--- src/rtl/forwarding_scoreboard_if.sv ---
// Decode/producer/issue bundle for the forwarding scoreboard.
// The slave modport is the scoreboard's side; the master side drives operands and producers.
interface forwarding_scoreboard_if #(
  parameter int DATA_WIDTH     = 32,
  parameter int REG_ADDR_WIDTH = 5,
  parameter int NUM_READ       = 2,
  parameter int LAT_WIDTH      = 3
);
  localparam int PAW = REG_ADDR_WIDTH + 1;

  logic [NUM_READ-1:0]            dec_rd_enable;
  logic [NUM_READ*PAW-1:0]        dec_rd_addr;
  logic [NUM_READ*DATA_WIDTH-1:0] dec_rd_data;

  logic                           exec_wb_reg;
  logic                           exec_is_alu;
  logic [PAW-1:0]                 exec_write_addr;
  logic [DATA_WIDTH-1:0]          exec_write;

  logic                           mem_wb_reg;
  logic [PAW-1:0]                 mem_write_addr;
  logic [DATA_WIDTH-1:0]          mem_write;

  logic                           wb_wb_reg;
  logic [PAW-1:0]                 wb_write_addr;
  logic [DATA_WIDTH-1:0]          wb_write;

  logic                           iss_valid;
  logic [PAW-1:0]                 iss_addr;
  logic [LAT_WIDTH-1:0]           iss_latency;

  logic                           flush;

  logic [NUM_READ*DATA_WIDTH-1:0] dec_rd_override;
  logic                           stall;
  logic [15:0]                    stall_count;

  modport slave (
    input  dec_rd_enable, dec_rd_addr, dec_rd_data,
    input  exec_wb_reg, exec_is_alu, exec_write_addr, exec_write,
    input  mem_wb_reg, mem_write_addr, mem_write,
    input  wb_wb_reg, wb_write_addr, wb_write,
    input  iss_valid, iss_addr, iss_latency,
    input  flush,
    output dec_rd_override, stall, stall_count
  );

  modport master (
    output dec_rd_enable, dec_rd_addr, dec_rd_data,
    output exec_wb_reg, exec_is_alu, exec_write_addr, exec_write,
    output mem_wb_reg, mem_write_addr, mem_write,
    output wb_wb_reg, wb_write_addr, wb_write,
    output iss_valid, iss_addr, iss_latency,
    output flush,
    input  dec_rd_override, stall, stall_count
  );
endinterface

--- src/rtl/forwarding_scoreboard.sv ---
// Operand forwarding mux plus per-register pending-latency scoreboard.
// It raises a decode stall on load-use hazards or on reads of registers that are still pending.
module forwarding_scoreboard #(
  parameter int DATA_WIDTH     = 32,
  parameter int REG_ADDR_WIDTH = 5,
  parameter int NUM_READ       = 2,
  parameter int LAT_WIDTH      = 3
) (
  input  logic                    clk,
  input  logic                    rst_n,
  forwarding_scoreboard_if.slave  bus
);
  localparam int PAW      = REG_ADDR_WIDTH + 1;
  localparam int NUM_REGS = 1 << PAW;

  logic [LAT_WIDTH-1:0] pendCnt_q [NUM_REGS];
  logic [LAT_WIDTH-1:0] pendCnt_d [NUM_REGS];
  logic [15:0]          stallCnt_q;
  logic [15:0]          stallCnt_d;
  logic [NUM_READ-1:0]  portStall;
  logic                 stallNow;

  // Everything is qualified by rst_n so that reset passes rd_data through and never stalls.
  for (genvar i = 0; i < NUM_READ; i++) begin : g_port
    logic [PAW-1:0]        addr;
    logic [DATA_WIDTH-1:0] rdData;
    logic                  live;
    logic                  execHit;
    logic                  memHit;
    logic                  wbHit;
    logic                  pending;

    assign addr    = bus.dec_rd_addr[i*PAW +: PAW];
    assign rdData  = bus.dec_rd_data[i*DATA_WIDTH +: DATA_WIDTH];
    assign live    = rst_n & bus.dec_rd_enable[i] & (addr != '0);
    assign execHit = live & bus.exec_wb_reg & (bus.exec_write_addr == addr);
    assign memHit  = live & bus.mem_wb_reg  & (bus.mem_write_addr  == addr);
    assign wbHit   = live & bus.wb_wb_reg   & (bus.wb_write_addr   == addr);
    assign pending = live & (pendCnt_q[addr] != '0);

    // A load in execute has no data yet, so it stalls but does not forward.
    assign portStall[i] = (execHit & ~bus.exec_is_alu) | (pending & ~memHit & ~wbHit);

    assign bus.dec_rd_override[i*DATA_WIDTH +: DATA_WIDTH] =
      (execHit & bus.exec_is_alu) ? bus.exec_write :
      memHit                      ? bus.mem_write  :
      wbHit                       ? bus.wb_write   : rdData;
  end

  assign stallNow        = |portStall;
  assign bus.stall       = stallNow;
  assign bus.stall_count = stallCnt_q;

  // Priority from lowest to highest: decrement, write-back clear, issue load, flush.
  always_comb begin
    for (int j = 0; j < NUM_REGS; j++) begin
      pendCnt_d[j] = pendCnt_q[j];
      if (pendCnt_q[j] != '0) begin
        pendCnt_d[j] = pendCnt_q[j] - 1'b1;
      end
      if (bus.wb_wb_reg && (bus.wb_write_addr == PAW'(j)) && (pendCnt_q[j] != '0)) begin
        pendCnt_d[j] = '0;
      end
      if (bus.iss_valid && (bus.iss_addr == PAW'(j))) begin
        pendCnt_d[j] = bus.iss_latency;
      end
      if (bus.flush || (j == 0)) begin
        pendCnt_d[j] = '0;
      end
    end
  end

  always_comb begin
    stallCnt_d = stallCnt_q;
    if (stallNow && !bus.flush && (stallCnt_q != 16'hFFFF)) begin
      stallCnt_d = stallCnt_q + 16'd1;
    end
  end

  always_ff @(posedge clk or negedge rst_n) begin
    if (!rst_n) begin
      for (int j = 0; j < NUM_REGS; j++) begin
        pendCnt_q[j] <= '0;
      end
      stallCnt_q <= '0;
    end else begin
      pendCnt_q  <= pendCnt_d;
      stallCnt_q <= stallCnt_d;
    end
  end
endmodule

--- src/flat_wrapper.sv ---
// flat-port wrapper written by rule: the top's interface ports become plain ports
module forwarding_scoreboard_flat 
#(
  parameter int DATA_WIDTH     = 32,
  parameter int REG_ADDR_WIDTH = 5,
  parameter int NUM_READ       = 2,
  parameter int LAT_WIDTH      = 3
)
  (clk, rst_n, bus_dec_rd_enable, bus_dec_rd_addr, bus_dec_rd_data, bus_exec_wb_reg, bus_exec_is_alu, bus_exec_write_addr, bus_exec_write, bus_mem_wb_reg, bus_mem_write_addr, bus_mem_write, bus_wb_wb_reg, bus_wb_write_addr, bus_wb_write, bus_iss_valid, bus_iss_addr, bus_iss_latency, bus_flush, bus_dec_rd_override, bus_stall, bus_stall_count);
  forwarding_scoreboard_if #(.DATA_WIDTH(DATA_WIDTH), .REG_ADDR_WIDTH(REG_ADDR_WIDTH), .NUM_READ(NUM_READ), .LAT_WIDTH(LAT_WIDTH)) bus_i ();
  input  logic clk;
  input  logic rst_n;
  input wire logic [$bits(bus_i.dec_rd_enable)-1:0] bus_dec_rd_enable;
  input wire logic [$bits(bus_i.dec_rd_addr)-1:0] bus_dec_rd_addr;
  input wire logic [$bits(bus_i.dec_rd_data)-1:0] bus_dec_rd_data;
  input wire logic [$bits(bus_i.exec_wb_reg)-1:0] bus_exec_wb_reg;
  input wire logic [$bits(bus_i.exec_is_alu)-1:0] bus_exec_is_alu;
  input wire logic [$bits(bus_i.exec_write_addr)-1:0] bus_exec_write_addr;
  input wire logic [$bits(bus_i.exec_write)-1:0] bus_exec_write;
  input wire logic [$bits(bus_i.mem_wb_reg)-1:0] bus_mem_wb_reg;
  input wire logic [$bits(bus_i.mem_write_addr)-1:0] bus_mem_write_addr;
  input wire logic [$bits(bus_i.mem_write)-1:0] bus_mem_write;
  input wire logic [$bits(bus_i.wb_wb_reg)-1:0] bus_wb_wb_reg;
  input wire logic [$bits(bus_i.wb_write_addr)-1:0] bus_wb_write_addr;
  input wire logic [$bits(bus_i.wb_write)-1:0] bus_wb_write;
  input wire logic [$bits(bus_i.iss_valid)-1:0] bus_iss_valid;
  input wire logic [$bits(bus_i.iss_addr)-1:0] bus_iss_addr;
  input wire logic [$bits(bus_i.iss_latency)-1:0] bus_iss_latency;
  input wire logic [$bits(bus_i.flush)-1:0] bus_flush;
  output wire logic [$bits(bus_i.dec_rd_override)-1:0] bus_dec_rd_override;
  output wire logic [$bits(bus_i.stall)-1:0] bus_stall;
  output wire logic [$bits(bus_i.stall_count)-1:0] bus_stall_count;
  assign bus_i.dec_rd_enable = bus_dec_rd_enable;
  assign bus_i.dec_rd_addr = bus_dec_rd_addr;
  assign bus_i.dec_rd_data = bus_dec_rd_data;
  assign bus_i.exec_wb_reg = bus_exec_wb_reg;
  assign bus_i.exec_is_alu = bus_exec_is_alu;
  assign bus_i.exec_write_addr = bus_exec_write_addr;
  assign bus_i.exec_write = bus_exec_write;
  assign bus_i.mem_wb_reg = bus_mem_wb_reg;
  assign bus_i.mem_write_addr = bus_mem_write_addr;
  assign bus_i.mem_write = bus_mem_write;
  assign bus_i.wb_wb_reg = bus_wb_wb_reg;
  assign bus_i.wb_write_addr = bus_wb_write_addr;
  assign bus_i.wb_write = bus_wb_write;
  assign bus_i.iss_valid = bus_iss_valid;
  assign bus_i.iss_addr = bus_iss_addr;
  assign bus_i.iss_latency = bus_iss_latency;
  assign bus_i.flush = bus_flush;
  assign bus_dec_rd_override = bus_i.dec_rd_override;
  assign bus_stall = bus_i.stall;
  assign bus_stall_count = bus_i.stall_count;
  forwarding_scoreboard #(.DATA_WIDTH(DATA_WIDTH), .REG_ADDR_WIDTH(REG_ADDR_WIDTH), .NUM_READ(NUM_READ), .LAT_WIDTH(LAT_WIDTH)) u_core (.clk(clk), .rst_n(rst_n), .bus(bus_i));
endmodule
--- config.mk ---
export PLATFORM = sky130hd
export DESIGN_NAME = forwarding_scoreboard_flat
export DESIGN_NICKNAME = d
export VERILOG_FILES = /design/src/rtl/forwarding_scoreboard_if.sv /design/src/rtl/forwarding_scoreboard.sv /design/src/flat_wrapper.sv
export SDC_FILE = /design/constraint.sdc
export NUM_CORES = 1
export LEC_CHECK = 0
export CORE_MARGIN = 4
export CORE_UTILIZATION = 50
export CTS_CLUSTER_SIZE = 20
export DETAILED_ROUTE_END_ITERATION = 8
export GPL_TIMING_DRIVEN = 0
export HOLD_SLACK_MARGIN = 0.02
export PLACE_DENSITY = 0.75
export SLEW_MARGIN = 25
export SYNTH_ARGS = -nofsm -noshare
export SYNTH_HDL_FRONTEND = slang
export SYNTH_SLANG_ARGS = --single-unit
--- constraint.sdc ---
create_clock -name clk -period 3.1 [get_ports clk]
set_input_delay 0.465 -clock clk [delete_from_list [all_inputs] [get_ports clk]]
set_output_delay 0.465 -clock clk [all_outputs]
set_load 0.02 [all_outputs]
==> results.sh, run 1 <==
export IMPL_dieArea_mm2=0.0391
export IMPL_clkSinkCount=205
export IMPL_reg2regPathDepth=10
export IMPL_syn_nets=2725
export IMPL_routed_wl_um=82400
export IMPL_gp_congestion=1.05
export IMPL_skew_ns=0.0159
export IMPL_seqCellArea_mm2=0.00513
export IMPL_setup_worst_path_end="bus_stall"
export IMPL_drive_above_1_share_pct=13.6
export IMPL_tightest_slew_ns=1.19
export IMPL_n_fill_cell=2925
export IMPL_antenna_cells=0
export IMPL_hold_violations=0
export IMPL_reg2reg_slack_ns=0.15
export IMPL_worstSetupPathDepth=10
export IMPL_dp_hpwl_um=58500
export IMPL_finalCriticalPeriod_ns=3.53
export IMPL_die_width_um=198
export IMPL_ctsHtreeMaxLevel=1
export IMPL_maxSlewHeadroom_pct=20.1
export IMPL_worstPathRequired_ns=2.63
export IMPL_path_clk_slew_ns=0.06
export IMPL_crit_fanout=4
export IMPL_netlist_instances=2389
export IMPL_firstDrtPassIters=9
export IMPL_hold_path_class="primary input to flip-flop"
export IMPL_post_drt_wl_per_cell_um=25.4
export IMPL_antenna_found_initial=1
export IMPL_endpoint_kind="primary output"
export IMPL_maxCapViolCount=0
export IMPL_vias=21021
export IMPL_cp_startpoint="u_core.pendCnt_q[172]$_DFFE_PN0P_"
export IMPL_worst_slack_ns=-0.433
export IMPL_core_mm2=0.0356
export IMPL_synth_edf_count=0
export IMPL_power_density_mw_per_mm2=745
export IMPL_ys_flop_type="dfrtp_1"
export IMPL_synthToLayoutAreaGrowth_pct=33.0
export IMPL_mostFrequentLayoutCells="nand2_1 (328), nor2_1 (322), dfrtp_1 (204)"
export IMPL_crit_chain="nor4_2, a211oi_1, o21ai_1, a41oi_2, a2111oi_4, nand3b_1, o311a_4, buf_8, inv_2, buf_6"
export IMPL_grt_max_degree=76
export IMPL_final_setup_viol_count=33
export IMPL_start_kind="flip-flop"
export IMPL_grt_use_total_pct=39.7
export IMPL_syn_area_per_cell_um2=7.53
export IMPL_postRouteAntennaNets=0
export IMPL_rows=69
export IMPL_critical_path_class="flip-flop to primary output"
export IMPL_synth_area_mm2=0.0180
export IMPL_clkLatencyLatePin_ns=0.57
export IMPL_io_pins=290
export IMPL_ys_types=58
export IMPL_cp_num_buf_inv=3
export IMPL_nets=3103
export IMPL_drc=0
export IMPL_tns_ns=-2.21
export IMPL_peakVddDrop_mv=0.774
export IMPL_die_y_um=198
export IMPL_post_dp_cell_area_mm2=0.0214
export IMPL_yosys_register_bits=205
export IMPL_start_util_pct=50.6
export IMPL_drt_iter0_drc=2837
export IMPL_cpLargestDelayFamily="compound AO/OA/AOI/OAI gates"
export IMPL_finalCritPeriodShare_pct=114
export IMPL_async_flop_share_pct=100
export IMPL_reg2reg_from="u_core.pendCnt_q[172]$_DFFE_PN0P_"
export IMPL_slowest_delay_ns=0.47
export IMPL_report_final_slew_viol_count=0
export IMPL_dp_slack_ns=-2.37
export IMPL_status="finished with violations"
export IMPL_rsz0062_at_grt="yes"
export IMPL_utilization_pct=67.3
export IMPL_cp_arrival_ns=3.07
export IMPL_final_common_cell="nand2_1"
export IMPL_fmax_mhz=283
export IMPL_root_buffer="clkbuf_16"
export IMPL_critPathSlowestCell="a2111oi_4"
export IMPL_avgViaCountPerCell=6.47
export IMPL_multi_input_area_mm2=0.0123
export IMPL_overflow=0
export IMPL_ys_warn_count=0
export IMPL_violations="negative setup slack"
export IMPL_cts_buffers=26
export IMPL_first_global_vias=20293
export IMPL_io_buffer_count=271
export IMPL_fin_area_mm2=0.0239
export IMPL_p_leak_nw=9.82
export IMPL_reg2reg_to="u_core.bus.stall_count[1]$_DFFE_PN0P_"
export IMPL_cts_buffer_depth=3
export IMPL_cts_tree="yes"
export IMPL_yosysSeqAreaShare_pct=28.5
export IMPL_grt_pass1_wl_um=120000
how the worst min path moves through the flow:
stage                                     startpoint                                    end  depth (start not counted)
3_3_place_gp   u_core.bus.stall_count[4]$_DFFE_PN0P_  u_core.bus.stall_count[4]$_DFFE_PN0P_                          1
2_1_floorplan                                  rst_n  u_core.bus.stall_count[0]$_DFFE_PN0P_                          0
4_1_cts                           bus_iss_latency[2]       u_core.pendCnt_q[20]$_DFFE_PN0P_                          3
3_5_place_dp   u_core.bus.stall_count[4]$_DFFE_PN0P_  u_core.bus.stall_count[4]$_DFFE_PN0P_                          1
5_1_grt                           bus_iss_latency[2]       u_core.pendCnt_q[17]$_DFFE_PN0P_                          3
6_report                          bus_iss_latency[2]       u_core.pendCnt_q[14]$_DFFE_PN0P_                          3
what timing repair did:
action / in CTS / in global routing
endpoints found under the setup margin: 81 / 61
pin swaps: 28 / 41
endpoints found under the hold margin: 68 / 0
resized for setup: 557 / 139
hold buffers: 8 / 0
buffers inserted: 48 / 16
cloned: 4 / 2
power by group:
group | internal (mW) | leakage (nW) | switching, mW
Combinational | 4.45 | 6.69 | 5.31
Sequential | 3.69 | 2.71 | 1.30
Clock | 1.75 | 0.425 | 1.31
Total | 9.89 | 9.82 | 7.93
cell usage after synthesis, types with 10 or more instances:
library cell  instances  area [µm²]
nor3_1              108         541
nor2b_1              71         444
nand3_1              82         410
clkbuf_1            100         375
o311ai_0             42         368
nor4_1               29         181
dfrtp_1             205        5130
o211ai_1             48         360
o21bai_1             29         218
o21ai_0             186         931
a211oi_1             57         428
inv_1               137         514
a21oi_1             160         801
xnor2_1              61         534
mux4_2               18         405
nand2_1             330        1240
nand2b_1             11        68.8
ha_1                127        1590
mux2i_1              97         971
or3_1                10        62.6
nor2_1              326        1220
nor4b_1              10        87.6
buf_2                22         110
xor2_1               18         158
state kept, by name (all words and copies together), names as in the netlist:
signal / cells
u_core.bus.stall_count: 16
u_core.pendCnt_q: 189
worst reg2reg max path: stages, from the launching register on:
cell       delay, ns
dfrtp_1         0.42
nor4_2          0.33
a211oi_1        0.10
o21ai_1         0.21
a41oi_2         0.28
a2111oi_4       0.47
nand3b_1        0.18
o311a_4         0.26
buf_4           0.14
or2_2           0.13
mux2_1          0.32
cell families (layout without fill, tap and decap cells):
group	count (synthesis)	after routing	synth area share [%]
adder cells (fa/ha/maj)	127	127	8.83
AO/OA/AOI/OAI	567	567	19.5
multiplexers	119	119	7.90
AND/OR/NAND/NOR	1018	1019	25.4
flip-flops	205	205	28.5
buffers and inverters	274	670	6.01
XOR/XNOR	79	79	3.84
stage by stage:
stage               total power, mW  hold WS [ns]  instances
CTS                            17.3         0.363       3232
floorplan                      11.5         0.169       2389
global placement               13.5         0.479       3121
detailed placement             14.0         0.478       3128
global route                   19.2         0.402       3247
finish                         17.8         0.383       3247
per-layer routing:
layer | up-vias | wire (µm) | track usage, %
met5 | - | 8 | 0
met4 | 2 | 5740 | 22.4
met3 | 393 | 10900 | 12.6
met2 | 1497 | 35200 | 59.5
met1 | 9992 | 30500 | 50.7
li1 | 9137 | - | -
final cells by class:
type	instances	share of cell area (%)
Clock buffer	39	3.30
Tap cell	461	2.41
Timing Repair Buffer	353	14.6
Buffer	133	4.31
Inverter	137	2.15
Multi-Input combinational cell	1911	51.5
Sequential cell	205	21.4
Clock inverter	8	0.230
(Power assumes the default switching activity.)
==> run 2: changes to the inputs <==
Clock period 3.1 ns to 4.2 ns, I/O delays scaled along.
==> run 2 against run 1 <==
Against the previous run:
- the flow still finishes with violations (negative setup slack)
- die area stayed put
- register-to-register slack improved by 0.87 ns
- cell count shrank 2.2%
- clock power shrank 28%
- critical endpoint unchanged
- worst setup slack improved by 0.31 ns
- global-route usage fell by 1.2 points
- non-clock buffer count shrank 69
- sequential power fell by 26%
- routed wire length fell by 3.5%
- combinational power fell by 29%
- final area down 5.3%
- critical path depth rose by 1
==> results.sh, run 2 (synthesized netlist as in run 1, its figures left out) <==
export IMPL_peakVddDrop_mv=0.578
export IMPL_io_buffer_count=271
export IMPL_hold_path_class="primary input to asynchronous set/reset pin"
export IMPL_critPathSlowestCell="nor4b_2"
export IMPL_multi_input_area_mm2=0.0120
export IMPL_tns_ns=-0.124
export IMPL_maxCapViolCount=0
export IMPL_rsz0062_at_grt="yes"
export IMPL_vias=20436
export IMPL_cpLargestDelayFamily="buffers and inverters"
export IMPL_clkSinkCount=205
export IMPL_crit_chain="buf_2, buf_4, buf_2, mux4_2, mux2i_1, nor2_1, nor4b_2, o311a_4, buf_6, inv_1, dlygate4sd2_1"
export IMPL_firstDrtPassIters=7
export IMPL_path_clk_slew_ns=0.06
export IMPL_seqCellArea_mm2=0.00513
export IMPL_worst_slack_ns=-0.124
export IMPL_p_leak_nw=9.15
export IMPL_nets=3033
export IMPL_clkLatencyLatePin_ns=0.57
export IMPL_largest_register="u_core.pendCnt_q"
export IMPL_worstPathRequired_ns=3.57
export IMPL_utilization_pct=63.7
export IMPL_n_fill_cell=3111
export IMPL_start_kind="primary input"
export IMPL_first_global_vias=19398
export IMPL_drc=0
export IMPL_io_pins=290
export IMPL_dp_cells=3128
export IMPL_die_y_um=198
export IMPL_synthToLayoutAreaGrowth_pct=25.9
export IMPL_cts_buffer_depth=3
export IMPL_slowest_delay_ns=0.59
export IMPL_cts_buffers=26
export IMPL_root_buffer="clkbuf_16"
export IMPL_antenna_found_initial=2
export IMPL_endpoint_kind="primary output"
export IMPL_finalCriticalPeriod_ns=4.32
export IMPL_violations="negative setup slack"
export IMPL_antenna_cells=0
export IMPL_fmax_mhz=231
export IMPL_die_width_um=198
export IMPL_hold_violations=0
export IMPL_start_util_pct=50.6
export IMPL_cts_tree="yes"
export IMPL_skew_ns=0.0181
export IMPL_tightest_slew_ns=1.16
export IMPL_final_setup_viol_count=1
export IMPL_report_final_slew_viol_count=0
export IMPL_grt_max_degree=78
export IMPL_dp_hpwl_um=59100
export IMPL_largest_reg_flops=189
export IMPL_drive_above_1_share_pct=7.03
export IMPL_grt_use_total_pct=38.4
export IMPL_post_drt_wl_per_cell_um=25.0
export IMPL_avgViaCountPerCell=6.43
export IMPL_instances_no_fill=3177
export IMPL_cp_arrival_ns=3.69
export IMPL_drt_iter0_drc=2683
export IMPL_rows=69
export IMPL_crit_path_frequent_cell="buf_2"
export IMPL_power_density_mw_per_mm2=567
export IMPL_finalCritPeriodShare_pct=103
export IMPL_core_mm2=0.0356
export IMPL_crit_fanout=10
export IMPL_ctsHtreeMaxLevel=1
export IMPL_routed_wl_um=79500
export IMPL_overflow=0
export IMPL_critical_path_class="primary input to primary output"
export IMPL_cp_num_buf_inv=6
export IMPL_postRouteAntennaNets=0
export IMPL_final_common_cell="nand2_1"
export IMPL_status="finished with violations"
export IMPL_dp_slack_ns=-1.82
export IMPL_mostFrequentLayoutCells="nand2_1 (330), nor2_1 (325), clkdlybuf4s50_1 (229)"
export IMPL_maxSlewHeadroom_pct=22.4
export IMPL_dieArea_mm2=0.0391
export IMPL_grt_pass1_wl_um=117000
export IMPL_gp_congestion=1.06
## run 2: cell count changes in the layout (fill, tap and decap cells not counted), moves of 6 or more
cell / previous run / this run
buf_12: 25 / 4
buf_2: 31 / 11
buf_4: 91 / 17
buf_6: 19 / 5
buf_8: 13 / 6
clkbuf_1: 66 / 77
clkbuf_2: 12 / 18
clkbuf_8: 15 / 3
clkdlybuf4s50_1: 194 / 229
dlygate4sd2_1: 5 / 21
o21ai_0: 128 / 182
o21ai_1: 50 / 4
o21ai_2: 7 / 0
## run 2: repair_timing
item	4_1_cts	5_1_grt
setup endpoints to repair	71	63
resized for setup	157	63
hold buffers	1	0
buffers inserted	1	2
endpoints found under the hold margin	65	0
pin swaps	4	5
gates cloned	1	0
## run 2: cell type report
| class | count | share of cell area (%) |
|---|---|---|
| sequential | 205 | 22.6 |
| inverter | 137 | 2.27 |
| tap | 461 | 2.55 |
| buffer | 134 | 3.40 |
| timing repair buffer | 283 | 12.6 |
| clock buffer | 36 | 3.17 |
| clock inverter | 11 | 0.425 |
| multi-input combinational | 1910 | 52.9 |
## run 2: metal layers
| layer | global-route usage, % | vias to the layer above | wire length [µm] |
|---|---|---|---|
| li1 | - | 8987 | - |
| met1 | 51.1 | 9695 | 30000 |
| met2 | 57.4 | 1402 | 33900 |
| met3 | 11.5 | 348 | 10700 |
| met4 | 18.7 | 4 | 4990 |
| met5 | 0 | - | 32 |
## run 2: metrics by stage
stage | power, mW | area (µm²) | hold slack [ns]
finish | 12.9 | 22700 | 0.0697
global route | 13.9 | 22700 | 0.0740
CTS | 12.6 | 22500 | 0.0637
detailed placement | 10.3 | 21400 | 0.486
global placement | 9.96 | 21300 | 0.483
floorplan | 8.47 | 18000 | 0.334
## run 2: path summary, 6_finish.rpt
check,startpoint,endpoint,slack [ns],depth (start not counted)
max,bus_dec_rd_addr[1],bus_stall,-0.12,11
min,rst_n,u_core.pendCnt_q[65]$_DFFE_PN0P_,0.07,2
max reg2reg,u_core.pendCnt_q[62]$_DFFE_PN0P_,u_core.bus.stall_count[1]$_DFFE_PN0P_,1.02,10
min reg2reg,u_core.bus.stall_count[4]$_DFFE_PN0P_,u_core.bus.stall_count[4]$_DFFE_PN0P_,0.50,1
max in group asynchronous,rst_n,u_core.pendCnt_q[130]$_DFFE_PN0P_,3.46,3
min in group clk,u_core.bus.stall_count[4]$_DFFE_PN0P_,u_core.bus.stall_count[4]$_DFFE_PN0P_,0.50,1
## run 2: power breakdown
group / internal (mW) / switching, mW / leakage [nW] / total [mW]
clock: 1.26 / 0.958 / 0.399 / 2.21
combinational: 3.16 / 3.80 / 6.04 / 6.96
sequential: 2.72 / 0.961 / 2.71 / 3.68
